<file path="src/rtl/xgmii_rx_meter.sv">
// XGMII receive meter: frame delineation, source IP / timestamp capture,
// per-frame latency and per-window packet/byte rate publication.
module xgmii_rx_meter #(
  parameter int unsigned SEC_CYCLES = 156250000,
  parameter logic [15:0] MAX_LEN    = 16'd1518,
  parameter int unsigned TS_OFFSET  = 42
) (
  input  logic        sys_clk,
  input  logic        sys_rst_n,
  input  logic [63:0] xgmii_rxd,
  input  logic [7:0]  xgmii_rxc,
  input  logic [31:0] global_counter,
  output logic [31:0] rx_pps,
  output logic [31:0] rx_throughput,
  output logic [23:0] rx_latency,
  output logic [31:0] rx_ipv4_ip,
  output logic [31:0] rx_err_count,
  output logic        rx_frame_done
);

  localparam int unsigned WC_W    = 14;
  localparam int unsigned LEN_W   = WC_W + 3;
  localparam int unsigned IP_OFF  = 26;
  localparam int unsigned MIN_LEN = 64;

  typedef enum logic [1:0] {IDLE, DATA, DROP} state_t;

  state_t            state, state_next;
  logic [WC_W-1:0]   word_cnt;
  logic [31:0]       ip_cap;
  logic [31:0]       ts_cap;
  logic [31:0]       win_cnt;
  logic              latch_q;
  logic [31:0]       pkt_acc;
  logic [31:0]       byte_acc;

  logic              start_c;
  logic              term_hit_c;
  logic [2:0]        term_lane_c;
  logic              ctrl_err_c;
  logic [LEN_W-1:0]  len_c;
  logic [LEN_W-1:0]  run_len_c;
  logic              good_c;
  logic              err_inc_c;
  logic              clr_c;
  logic              adv_c;
  logic [31:0]       lat_diff_c;
  logic [23:0]       lat_c;
  logic [32:0]       byte_sum_c;

  assign start_c = xgmii_rxc[0] && (xgmii_rxd[7:0] == 8'hFB);

  // Lowest terminate lane; any control lane below it (or anywhere, if no
  // terminate) is a framing error. Lanes above the terminate are idle fill.
  always_comb begin
    term_hit_c  = 1'b0;
    term_lane_c = '0;
    ctrl_err_c  = 1'b0;
    for (int l = 7; l >= 0; l--) begin
      if (xgmii_rxc[l] && (xgmii_rxd[8*l +: 8] == 8'hFD)) begin
        term_hit_c  = 1'b1;
        term_lane_c = 3'(l);
      end
    end
    for (int l = 0; l < 8; l++) begin
      if (xgmii_rxc[l] && (!term_hit_c || (3'(l) < term_lane_c))) ctrl_err_c = 1'b1;
    end
  end

  assign len_c     = {word_cnt, 3'b000} + LEN_W'(term_lane_c);
  assign run_len_c = {word_cnt, 3'b000} + LEN_W'(8);

  always_ff @(posedge sys_clk or negedge sys_rst_n) begin
    if (!sys_rst_n) state <= IDLE;
    else            state <= state_next;
  end

  always_comb begin
    state_next = state;
    good_c     = 1'b0;
    err_inc_c  = 1'b0;
    clr_c      = 1'b0;
    adv_c      = 1'b0;
    case (state)
      IDLE: begin
        if (start_c) begin
          state_next = DATA;
          clr_c      = 1'b1;
        end
      end
      DATA: begin
        if (start_c) begin
          err_inc_c = 1'b1;
          clr_c     = 1'b1;
        end else if (term_hit_c && !ctrl_err_c) begin
          state_next = IDLE;
          if ((len_c >= LEN_W'(MIN_LEN)) && (len_c <= LEN_W'(MAX_LEN))) good_c = 1'b1;
          else                                                          err_inc_c = 1'b1;
        end else if (ctrl_err_c || (run_len_c > LEN_W'(MAX_LEN))) begin
          state_next = DROP;
          err_inc_c  = 1'b1;
        end else begin
          adv_c = 1'b1;
        end
      end
      DROP: begin
        if (start_c) begin
          state_next = DATA;
          clr_c      = 1'b1;
        end else if (term_hit_c) begin
          state_next = IDLE;
        end
      end
      default: state_next = IDLE;
    endcase
  end

  // Word counter and header field capture; capture bytes may straddle words.
  always_ff @(posedge sys_clk or negedge sys_rst_n) begin
    if (!sys_rst_n) begin
      word_cnt <= '0;
      ip_cap   <= '0;
      ts_cap   <= '0;
    end else if (clr_c) begin
      word_cnt <= '0;
      ip_cap   <= '0;
      ts_cap   <= '0;
    end else if (adv_c) begin
      word_cnt <= word_cnt + WC_W'(1);
      for (int i = 0; i < 4; i++) begin
        if (word_cnt == WC_W'((IP_OFF + i) / 8))
          ip_cap[8*(3-i) +: 8] <= xgmii_rxd[8*((IP_OFF + i) % 8) +: 8];
        if (word_cnt == WC_W'((TS_OFFSET + i) / 8))
          ts_cap[8*(3-i) +: 8] <= xgmii_rxd[8*((TS_OFFSET + i) % 8) +: 8];
      end
    end
  end

  assign lat_diff_c = global_counter - ts_cap;
  assign lat_c      = (|lat_diff_c[31:24]) ? 24'hFFFFFF : lat_diff_c[23:0];
  assign byte_sum_c = {1'b0, byte_acc} + 33'(len_c);

  always_ff @(posedge sys_clk or negedge sys_rst_n) begin
    if (!sys_rst_n) begin
      rx_frame_done <= 1'b0;
      rx_ipv4_ip    <= '0;
      rx_latency    <= '0;
      rx_err_count  <= '0;
    end else begin
      rx_frame_done <= good_c;
      if (good_c) begin
        rx_ipv4_ip <= ip_cap;
        rx_latency <= lat_c;
      end
      if (err_inc_c && (rx_err_count != 32'hFFFFFFFF)) rx_err_count <= rx_err_count + 32'd1;
    end
  end

  // Window timer: latch_q marks the cycle in which the rates are published.
  always_ff @(posedge sys_clk or negedge sys_rst_n) begin
    if (!sys_rst_n) begin
      win_cnt <= 32'(SEC_CYCLES - 1);
      latch_q <= 1'b0;
    end else begin
      latch_q <= (win_cnt == 32'd0);
      if (win_cnt == 32'd0) win_cnt <= 32'(SEC_CYCLES - 1);
      else                  win_cnt <= win_cnt - 32'd1;
    end
  end

  // A frame finishing in the publish cycle seeds the new window.
  always_ff @(posedge sys_clk or negedge sys_rst_n) begin
    if (!sys_rst_n) begin
      pkt_acc       <= '0;
      byte_acc      <= '0;
      rx_pps        <= '0;
      rx_throughput <= '0;
    end else if (latch_q) begin
      rx_pps        <= pkt_acc;
      rx_throughput <= byte_acc;
      pkt_acc       <= good_c ? 32'd1 : 32'd0;
      byte_acc      <= good_c ? 32'(len_c) : 32'd0;
    end else if (good_c) begin
      if (pkt_acc != 32'hFFFFFFFF) pkt_acc <= pkt_acc + 32'd1;
      byte_acc <= byte_sum_c[32] ? 32'hFFFFFFFF : byte_sum_c[31:0];
    end
  end

endmodule

</file>
<file path="config.mk">
export PLATFORM = sky130hd
export DESIGN_NAME = xgmii_rx_meter
export DESIGN_NICKNAME = d
export VERILOG_FILES = /design/src/rtl/xgmii_rx_meter.sv
export SDC_FILE = /design/constraint.sdc
export NUM_CORES = 1
export LEC_CHECK = 0
export CELL_PAD_IN_SITES_DETAIL_PLACEMENT = 1
export CELL_PAD_IN_SITES_GLOBAL_PLACEMENT = 2
export CORE_MARGIN = 5
export CORE_UTILIZATION = 37
export DETAILED_ROUTE_END_ITERATION = 10
export PLACE_DENSITY = 0.84
export SLEW_MARGIN = 20
export SYNTH_ARGS = -nofsm -noshare
export SYNTH_HDL_FRONTEND = slang
export SYNTH_SLANG_ARGS = --single-unit
</file>
<file path="constraint.sdc">
create_clock -name sys_clk -period 5.55 [get_ports sys_clk]
set_input_delay 0.8325 -clock sys_clk [delete_from_list [all_inputs] [get_ports sys_clk]]
set_output_delay 0.8325 -clock sys_clk [all_outputs]
set_load 0.05 [all_outputs]
</file>
==> metrics.cfg, run 1 <==
[status]
status = finished, final reports clean

[clocking]
root_buffer = clkbuf_16
post_cts_buffers = 0
holdBufCountCts = 0
clock_path_buffers = 3
clk_pin_slew_ns = 0.06
htreeDepth = 2
cts_tree = done
post_cts_resized = 0
clkLatencyLatePin_ns = 0.56
cts_buffers = 39
cts.sink_count = 330

[worst_setup_path]
cp_data_required_time_ns = 5.95
cp-end-kind = flop
r2r_start = word_cnt[0]
critical_path.max_fanout = 5
reg2reg_depth = 12
cp.arrival_ns = 5.10
critPathKind = in -> reg
worstReg2RegEnd = ts_cap[23]
rrSetupSlack_ns = 1.56
start_kind = input pin

[routing]
num_vias = 14400
drc_errors = 0
dr.pass1.iters = 5
detail_route.iter0.violations = 879
wirelength_um = 55200
antenna_left = 0
viasPerCell = 5.45
detail_route.wl_per_cell_um = 20.9

[floorplanning]
core_region_area_um2 = 46300
chipWidth_um = 226
num_rows = 79
ios = 259
die_area_um2 = 50900
die_h_um = 226
start_util = 0.372

[timing]
hold_violations = 0
rsz0062_at_grt = no
finClkSkew_ns = 0.0206
fin_crit_ns = 4.69
drv_slew = 0
setup_tns_ns = 0
worstMarginPinSlew_ns = 0.930
period_share = 0.846
setup_viol = 0
max_clock_freq_mhz = 213
slew_headroom = 0.376

[synthesis]
synthArstFlopShare = 1.00
synth_top_area_cell = dfrtp_1
postSynthAreaPerCell_um2 = 9.89
yosysTopAreaCellShare = 0.460
syn-cell-area_um2 = 17200
synth_edf_count = 0
ys_warn_count = 0
synthesis.nets = 1902
synth_area_leaders = dfrtp_1 (46%), nand2_1 (4.6%), mux2_2 (4.3%)
syn-instance-count = 1740
ys_seq_area_frac = 0.481
ys_top_cells_by_count = dfrtp_1 (316), nand2_1 (209), nor2_1 (133)
synth-seq-cells = 330
yosysMostFrequentCell = dfrtp_1
yosysUniqueCellTypes = 79
synth_flop_cell = dfrtp_1

[cells_and_area]
area_growth_pct = 27.4
fin_nets = 2166
fillers = 5208
drive_gt1_frac = 0.103

[grt]
grt_max_degree = 132
grt_usage = 0.214
grt_pass1_wl_um = 87700
antenna_found_initial = 3
overflow = 0
first_global_vias = 15400

[power_and_ir_drop]
irDropWorstVdd_v = 0.000252
p_per_area_nw_per_um2 = 247
p_leak_nw = 9.78
totalPowerFinal_mw = 5.42

[run]
maxCapViolCount = 0

[placed_design]
routabilityCongestion = 0.864
dp_hpwl_um = 40600
port_buffers = 258

[hold_path]
min_path_type = in -> async

[cells by family (layout without fill, tap and decap cells)]
logic type	after synthesis	in the layout	synth area share
fa+ha+maj	56	56	0.0416
simple gates	657	657	0.193
buf+inv	142	436	0.0326
compound gates	371	371	0.148
mux	71	71	0.0460
other cells	0	2	0
flops	330	330	0.481
xor+xnor	113	113	0.0575
[worst max path at each step]
stage,slack [ns],to,from,cells after the start
detailed placement,0.35,byte_acc[30],xgmii_rxd[30],17
CTS,0.96,byte_acc[28],xgmii_rxd[30],17
global route,0.67,byte_acc[30],xgmii_rxd[31],17
floorplan,0.92,byte_acc[19],xgmii_rxd[63],18
global placement,0.47,byte_acc[30],xgmii_rxd[30],17
finish,0.86,byte_acc[28],xgmii_rxd[31],17
[critical path, stage by stage]
cell and delay, ns:
clkdlybuf4s50_1 0.56, nand2_1 0.09, or4_1 0.66, nor3_2 0.31, a211oi_4 0.08, or2_2 0.33, fa_1 0.41, nor2b_1 0.12
o21ai_0 0.11, a21oi_1 0.22, o21bai_1 0.12, a311o_1 0.30, a21oi_1 0.32, nand3_1 0.20, o21ai_0 0.19, o311a_1 0.18
nor3_1 0.05
[metal layers]
layer  wire (um)  vias up  share of wire  global-route usage
li1            -     6755              -                   -
met1       24800     7286           0.45               0.287
met2       26900      279           0.49               0.362
met3        2340       73          0.042              0.0339
met4        1160        4          0.021              0.0558
met5          20        -        0.00036                   0
[stage by stage]
step           area, um^2  utilization  hold WS, ns  std cells  worst slack (ns)
3_3_place_gp        20600        0.445        0.451       2570             0.474
6_report            21900        0.474        0.324       2643             0.856
5_1_grt             21900        0.474        0.383       2642             0.673
3_5_place_dp        20600        0.445        0.460       2570             0.347
4_1_cts             21900        0.474        0.347       2641             0.957
2_1_floorplan       17200            -        0.443       1740             0.924
[cells in the final DEF, fill, tap and decap left out, types with 14 or more instances in the layout]
| cell | Yosys | final |
|---|---|---|
| a211oi_1 | 14 | 14 |
| a21o_1 | 28 | 28 |
| a21oi_1 | 100 | 100 |
| a22o_1 | 64 | 64 |
| and2_1 | 19 | 19 |
| and3_1 | 31 | 31 |
| and4_1 | 16 | 16 |
| buf_4 | 4 | 34 |
| clkbuf_16 | 0 | 40 |
| clkdlybuf4s50_1 | 0 | 257 |
| dfrtp_1 | 316 | 315 |
| dfstp_2 | 14 | 14 |
| ha_1 | 54 | 54 |
| inv_1 | 69 | 69 |
| mux2_2 | 65 | 65 |
| nand2_1 | 209 | 209 |
| nand3_1 | 66 | 66 |
| nand4_1 | 33 | 33 |
| nor2_1 | 133 | 133 |
| nor3_1 | 46 | 46 |
| nor4_1 | 17 | 17 |
| o21ai_0 | 66 | 66 |
| xnor2_1 | 68 | 68 |
| xor2_1 | 45 | 45 |
[state kept, by name, indices dropped and copies added, names as in the netlist]
| signal | cells |
|---|---|
| word_cnt | 14 |
| rx_err_count | 32 |
| rx_ipv4_ip | 32 |
| rx_latency | 24 |
| latch_q | 1 |
| rx_pps | 32 |
| state | 2 |
| byte_acc | 32 |
| pkt_acc | 32 |
| rx_throughput | 32 |
| rx_frame_done | 1 |
| win_cnt | 32 |
| ts_cap | 32 |
| ip_cap | 32 |
[area by class of cell]
type	instances	area, um^2	share of cell area
sequential	330	8280	0.378
clock inverter	14	194	0.00884
antenna	2	5.00	0.000228
tap	607	759	0.0346
timing repair buffer	294	2880	0.131
inverter	71	267	0.0122
multi-input combinational	1268	8400	0.383
clock buffer	57	1140	0.0522
[power breakdown]
group          switching [mW]  internal, mW  leakage (nW)
clock network            1.06          1.62         0.653
registers              0.0128          2.41          4.50
logic                   0.175         0.135          4.63
total                    1.25          4.17          9.78
No activity file was read; power rests on OpenSTA's default activity.
==> inputs of run 2 (changes only) <==
CORE_UTILIZATION = 31   (was 37)
PLACE_DENSITY = 0.75   (was 0.84)
clock period = 3.95 ns   (was 5.55 ns; I/O delays follow)
==> metrics.cfg, run 2 (synthesis gave the netlist of run 1 again) <==
[grt]
overflow = 0  ; unchanged
grt_pass1_wl_um = 94200  ; +7.5%
grt_usage = 0.193  ; -0.0206
antenna_found_initial = 1  ; -2
first_global_vias = 16300  ; +6.1%
grt_max_degree = 96  ; -27%

[clocking]
clock_path_buffers = 3  ; unchanged
cts_tree = done
root_buffer = clkbuf_16
holdBufCountCts = 0  ; unchanged
htreeDepth = 2  ; unchanged
cts.sink_count = 330  ; unchanged
clkLatencyLatePin_ns = 0.58  ; +0.02 ns
clk_pin_slew_ns = 0.06  ; about the same
cts_buffers = 41  ; +5.1%

[routing]
num_vias = 15100  ; +4.9%
dr.pass1.iters = 5  ; unchanged
antenna_left = 0  ; unchanged
drc_errors = 0  ; unchanged
detail_route.wl_per_cell_um = 20.0  ; -4.3%
detail_route.iter0.violations = 748  ; -15%
wirelength_um = 59000  ; +6.9%
viasPerCell = 5.12  ; -6.0%

[worst_setup_path]
worstReg2RegEnd = rx_latency[14]
critical_path.max_fanout = 4  ; -1
reg2reg_depth = 15  ; +3
cp-end-kind = flop
critPathKind = in -> reg
r2r_start = ts_cap[0]
cp.arrival_ns = 4.33  ; -0.77 ns
start_kind = input pin
cp_data_required_time_ns = 4.43  ; -1.52 ns
rrSetupSlack_ns = 0.28  ; -1.28 ns

[timing]
drv_slew = 0  ; unchanged
hold_violations = 0  ; unchanged
worst_slack_ns = 0.108  ; -0.748 ns
max_clock_freq_mhz = 260
period_share = 0.973
fin_crit_ns = 3.84
slew_headroom = 0.439  ; +0.0632
finClkSkew_ns = 0.0297  ; +0.00903 ns
worstMarginPinSlew_ns = 0.834  ; -0.0953 ns
rsz0062_at_grt = no
setup_tns_ns = 0  ; unchanged
setup_viol = 0  ; unchanged

[power_and_ir_drop]
irDropWorstVdd_v = 0.000255  ; +1.1%
netSwitchingPower_mw = 1.85  ; +49%
p_per_area_nw_per_um2 = 322  ; +31%
power_frac_clock = 0.483  ; -0.012
p_sw_frac = 0.244  ; +0.0136
p_int_mw = 5.76  ; +38%
sequentialPowerShare = 0.448  ; about the same
p_leak_nw = 10.7  ; +9.0%
p_comb_frac = 0.070  ; +0.013

[placed_design]
dp_hpwl_um = 44000  ; +8.3%
port_buffers = 258  ; unchanged
dp_slack_ns = -0.721  ; -1.07 ns
routabilityCongestion = 0.850  ; -1.6%

[floorplanning]
core_region_area_um2 = 55100  ; +19%
start_util = 0.312  ; -0.0596
die_h_um = 246  ; +8.8%
chipWidth_um = 246  ; +8.8%
die_area_um2 = 60300  ; +18%
num_rows = 86  ; +8.9%
ios = 259  ; unchanged

[cells_and_area]
final_common_cell = dfrtp_1
fillers = 6142  ; +18%
final_cell_mix = dfrtp_1 (315), clkdlybuf4s50_1 (241), nand2_1 (208)
area_growth_pct = 37.2
fin_nets = 2334  ; +7.8%
drive_gt1_frac = 0.183  ; +0.0802

[run]
maxCapViolCount = 0  ; unchanged

[status]
status = finished, final reports clean

[hold_path]
min_path_type = in -> async

## run 2: cell count changes in the layout (fill, tap and decap cells not counted), moves of 4 or more
cell / before / now
nor4_1: 17 / 13
buf_4: 34 / 184
o21ai_0: 66 / 55
clkinv_2: 5 / 12
clkdlybuf4s50_1: 257 / 241
o21ai_1: 1 / 10
dlygate4sd2_1: 0 / 16
buf_12: 2 / 15
## run 2: through the flow
step	std cells	power [mW]	hold WS, ns	cell area (um^2)	utilization
2_1_floorplan	1740	3.64	0.297	17300	-
3_3_place_gp	2875	3.99	0.451	22200	0.403
3_5_place_dp	2875	4.00	0.455	22200	0.403
4_1_cts	2950	7.74	0.0805	23500	0.427
5_1_grt	2951	7.91	0.111	23600	0.428
6_report	2952	7.61	0.0575	23600	0.428
## run 2: layout make-up
class / count / area [um^2] / share of cell area
Multi-Input combinational cell: 1268 / 8530 / 0.361
Clock inverter: 19 / 155 / 0.00657
Sequential cell: 330 / 8280 / 0.351
Antenna cell: 1 / 2.50 / 0.000106
Clock buffer: 55 / 1150 / 0.0487
Tap cell: 748 / 936 / 0.0397
Inverter: 71 / 267 / 0.0113
Timing Repair Buffer: 460 / 4290 / 0.182
## run 2: worst max-delay path by stage
stage	from	endpoint	slack [ns]
final	xgmii_rxd[58]	byte_acc[26]	0.11
after floorplan	xgmii_rxd[30]	byte_acc[19]	-0.11
after global routing	global_counter[0]	rx_latency[18]	0.004
after CTS	xgmii_rxd[25]	byte_acc[19]	0.02
after detailed placement	xgmii_rxd[43]	byte_acc[6]	-0.72
after global placement	xgmii_rxc[7]	byte_acc[1]	-0.65
## run 2: per-layer routing
layer / routed length [um] / up-vias / global-route usage
li1: - / 7109 / -
met1: 26900 / 7647 / 0.261
met2: 27700 / 286 / 0.319
met3: 3230 / 67 / 0.0441
met4: 1180 / 0 / 0.0420
met5: 0 / - / 0
## run 2: critical path, cell delays in order
cell	delay, ns
clkdlybuf4s50_1	0.47
nand2_2	0.08
or4_4	0.55
o21ai_4	0.22
a211oi_4	0.09
or2_4	0.26
fa_2	0.35
nor2b_2	0.15
o21ai_2	0.09
a21oi_2	0.18
o21bai_2	0.09
a311o_1	0.30
a21oi_1	0.16
buf_4	0.15
nand2_1	0.10
o311a_1	0.30
nor3_1	0.18
## run 2: power groups by stage
stage / sequential [mW] / clock (mW) / combinational, mW
floorplan: 3.46 / 0 / 0.178
global placement: 3.47 / 0 / 0.527
detailed placement: 3.47 / 0 / 0.535
CTS: 3.41 / 3.79 / 0.536
global route: 3.41 / 3.92 / 0.586
finish: 3.41 / 3.67 / 0.531
## run 2: timing repair
item	4_1_cts	5_1_grt
gates resized for setup	32	17
setup endpoints to repair	25	55
pin swaps	19	13
setup buffers	2	1
cloned	0	0
==> inputs of run 3 (changes only) <==
PLACE_DENSITY = 0.82   (was 0.75)
==> metrics.cfg, run 3 (synthesis gave the netlist of run 1 again) <==
[timing]
rsz0062_at_grt = no
fin_crit_ns = 3.86  ; +0.0228 ns
slew_headroom = 0.420  ; -0.0186
period_share = 0.978  ; +0.00578
max_clock_freq_mhz = 259  ; -0.59%
drv_slew = 0  ; unchanged
whs_ns = 0.0386  ; -0.0189 ns
setup_viol = 0  ; unchanged
finClkSkew_ns = 0.0246  ; -0.00508 ns
hold_violations = 0  ; unchanged
worstMarginPinSlew_ns = 0.870  ; +0.0356 ns
setup_tns_ns = 0  ; unchanged

[routing]
detail_route.iter0.violations = 826  ; +10%
dr.pass1.iters = 4  ; -1
viasPerCell = 5.14  ; +0.34%
num_vias = 15200  ; +0.30%
detail_route.wl_per_cell_um = 20.1  ; +0.41%
wirelength_um = 59200  ; +0.38%
antenna_left = 0  ; unchanged
drc_errors = 0  ; unchanged

[placed_design]
routabilityCongestion = 0.854  ; +0.45%
dp_hpwl_um = 43500  ; -1.0%
placed_area_um2 = 22100  ; -0.25%
port_buffers = 258  ; unchanged
dp_cells = 2871  ; -0.14%

[floorplanning]
die_area_um2 = 60300  ; unchanged
num_rows = 86  ; unchanged
chipWidth_um = 246  ; unchanged
die_h_um = 246  ; unchanged
core_region_area_um2 = 55100  ; unchanged
ios = 259  ; unchanged
start_util = 0.312  ; unchanged

[clocking]
root_buffer = clkbuf_16
cts_tree = done
clk_pin_slew_ns = 0.06  ; about the same
clkLatencyLatePin_ns = 0.56  ; -0.02 ns
htreeDepth = 2  ; unchanged
cts.sink_count = 330  ; unchanged
holdBufCountCts = 0  ; unchanged
cts_buffers = 40  ; -2.4%
clock_path_buffers = 3  ; unchanged

[worst_setup_path]
start_kind = input pin
critPathKind = in -> reg
cp_data_required_time_ns = 4.42  ; about the same
critical_path.max_fanout = 8  ; +4
cp-end-kind = flop
cp.arrival_ns = 4.33  ; about the same
rrSetupSlack_ns = 0.25  ; -0.03 ns

[power_and_ir_drop]
p_int_mw = 6.06  ; +5.2%
sequentialPowerShare = 0.433  ; -0.015
p_sw_frac = 0.231  ; -0.0131
power_frac_clock = 0.500  ; +0.017
irDropWorstVdd_v = 0.000250  ; -1.9%
p_comb_frac = 0.067  ; -0.003
p_per_area_nw_per_um2 = 331  ; +2.5%
netSwitchingPower_mw = 1.81  ; -2.1%
p_leak_nw = 11.0  ; +3.3%

[cells_and_area]
layoutNonFillerInstCount = 2951  ; -0.034%
diodes = 0  ; -1
stdcell_area_um2 = 23800  ; +0.89%
final_cell_mix = dfrtp_1 (315), clkdlybuf4s50_1 (219), nand2_1 (205)
fillers = 6235  ; +1.5%
area_growth_pct = 38.4
fin_nets = 2333  ; -0.043%
final_common_cell = dfrtp_1
drive_gt1_frac = 0.186  ; +0.00272
fin_util = 0.432  ; +0.00381

[run]
maxCapViolCount = 0  ; unchanged

[grt]
overflow = 0  ; unchanged
grt_pass1_wl_um = 93400  ; -0.91%
grt_max_degree = 100  ; +4.2%
grt_usage = 0.191  ; -0.00197
first_global_vias = 16300  ; -0.45%
antenna_found_initial = 1  ; unchanged

[hold_path]
min_path_type = in -> async

[status]
status = finished, final reports clean

==> run 3: changes by cell type in the layout (fill, tap and decap cells not counted), sizes merged, moves of 5 or more <==
cell and delta:
clkinv -7, dlymetal6s2s +37, clkdlybuf4s50 -22, dlygate4sd2 -15
bufinv +5
==> run 3: cell type report <==
type / count / area, um^2 / area share
clock buffer: 56 / 1140 / 0.0480
sequential: 330 / 8280 / 0.348
clock inverter: 18 / 256 / 0.0108
inverter: 71 / 267 / 0.0112
timing repair buffer: 460 / 4370 / 0.184
tap: 748 / 936 / 0.0393
multi-input combinational: 1268 / 8560 / 0.359
==> run 3: worst paths after layout <==
check / depth (start not counted) / from / to
max in group asynchronous: 2 / sys_rst_n / rx_err_count[19]
setup / recovery: 15 / xgmii_rxd[41] / byte_acc[17]
hold / removal: 1 / sys_rst_n / ip_cap[21]
min in group sys_clk: 3 / xgmii_rxd[28] / ip_cap[20]
hold reg to reg: 2 / rx_ipv4_ip[21] / rx_ipv4_ip[21]
setup reg to reg: 15 / ts_cap[0] / rx_latency[6]
==> run 3: worst max-delay path, cell delays in order <==
cell and delay, ns:
clkdlybuf4s50_1 0.47, or4_4 0.61, o21ai_4 0.12, a211oi_4 0.09, or2_4 0.27, fa_2 0.41, nor2b_2 0.14, o21ai_2 0.09
a21oi_2 0.17, o21bai_1 0.11, a311o_1 0.36, a211o_1 0.33, and2_4 0.17, buf_8 0.14, a311oi_2 0.26
==> run 3: repair_timing <==
item                                    in CTS  in global routing
endpoints found under the setup margin      24                 58
gates resized for setup                      8                 72
pin swaps                                    4                 33
setup buffers                                0                  6
==> run 3: through the flow <==
| step | total power, mW | setup WS (ns) |
|---|---|---|
| after global placement | 3.99 | -0.605 |
| final | 7.87 | 0.0852 |
| after CTS | 7.99 | 0.00519 |
| after global routing | 8.18 | 0.000366 |
| after floorplan | 3.64 | -0.109 |
| after detailed placement | 4.00 | -0.715 |
==> run 3: power by group through the flow <==
stage	Combinational, mW	Sequential [mW]	Clock (mW)
6_report	0.530	3.41	3.93
5_1_grt	0.580	3.41	4.19
4_1_cts	0.537	3.40	4.05
3_5_place_dp	0.533	3.46	0
3_3_place_gp	0.521	3.47	0
2_1_floorplan	0.178	3.46	0
==> run 3: layer usage <==
| layer | up-vias | share of wire | routed length (um) | global-route usage |
|---|---|---|---|---|
| li1 | 7085 | - | - | - |
| met3 | 72 | 0.059 | 3500 | 0.0487 |
| met1 | 7684 | 0.44 | 25900 | 0.246 |
| met2 | 314 | 0.48 | 28500 | 0.325 |
| met4 | 0 | 0.022 | 1290 | 0.0458 |
| met5 | - | 0 | 0 | 0 |
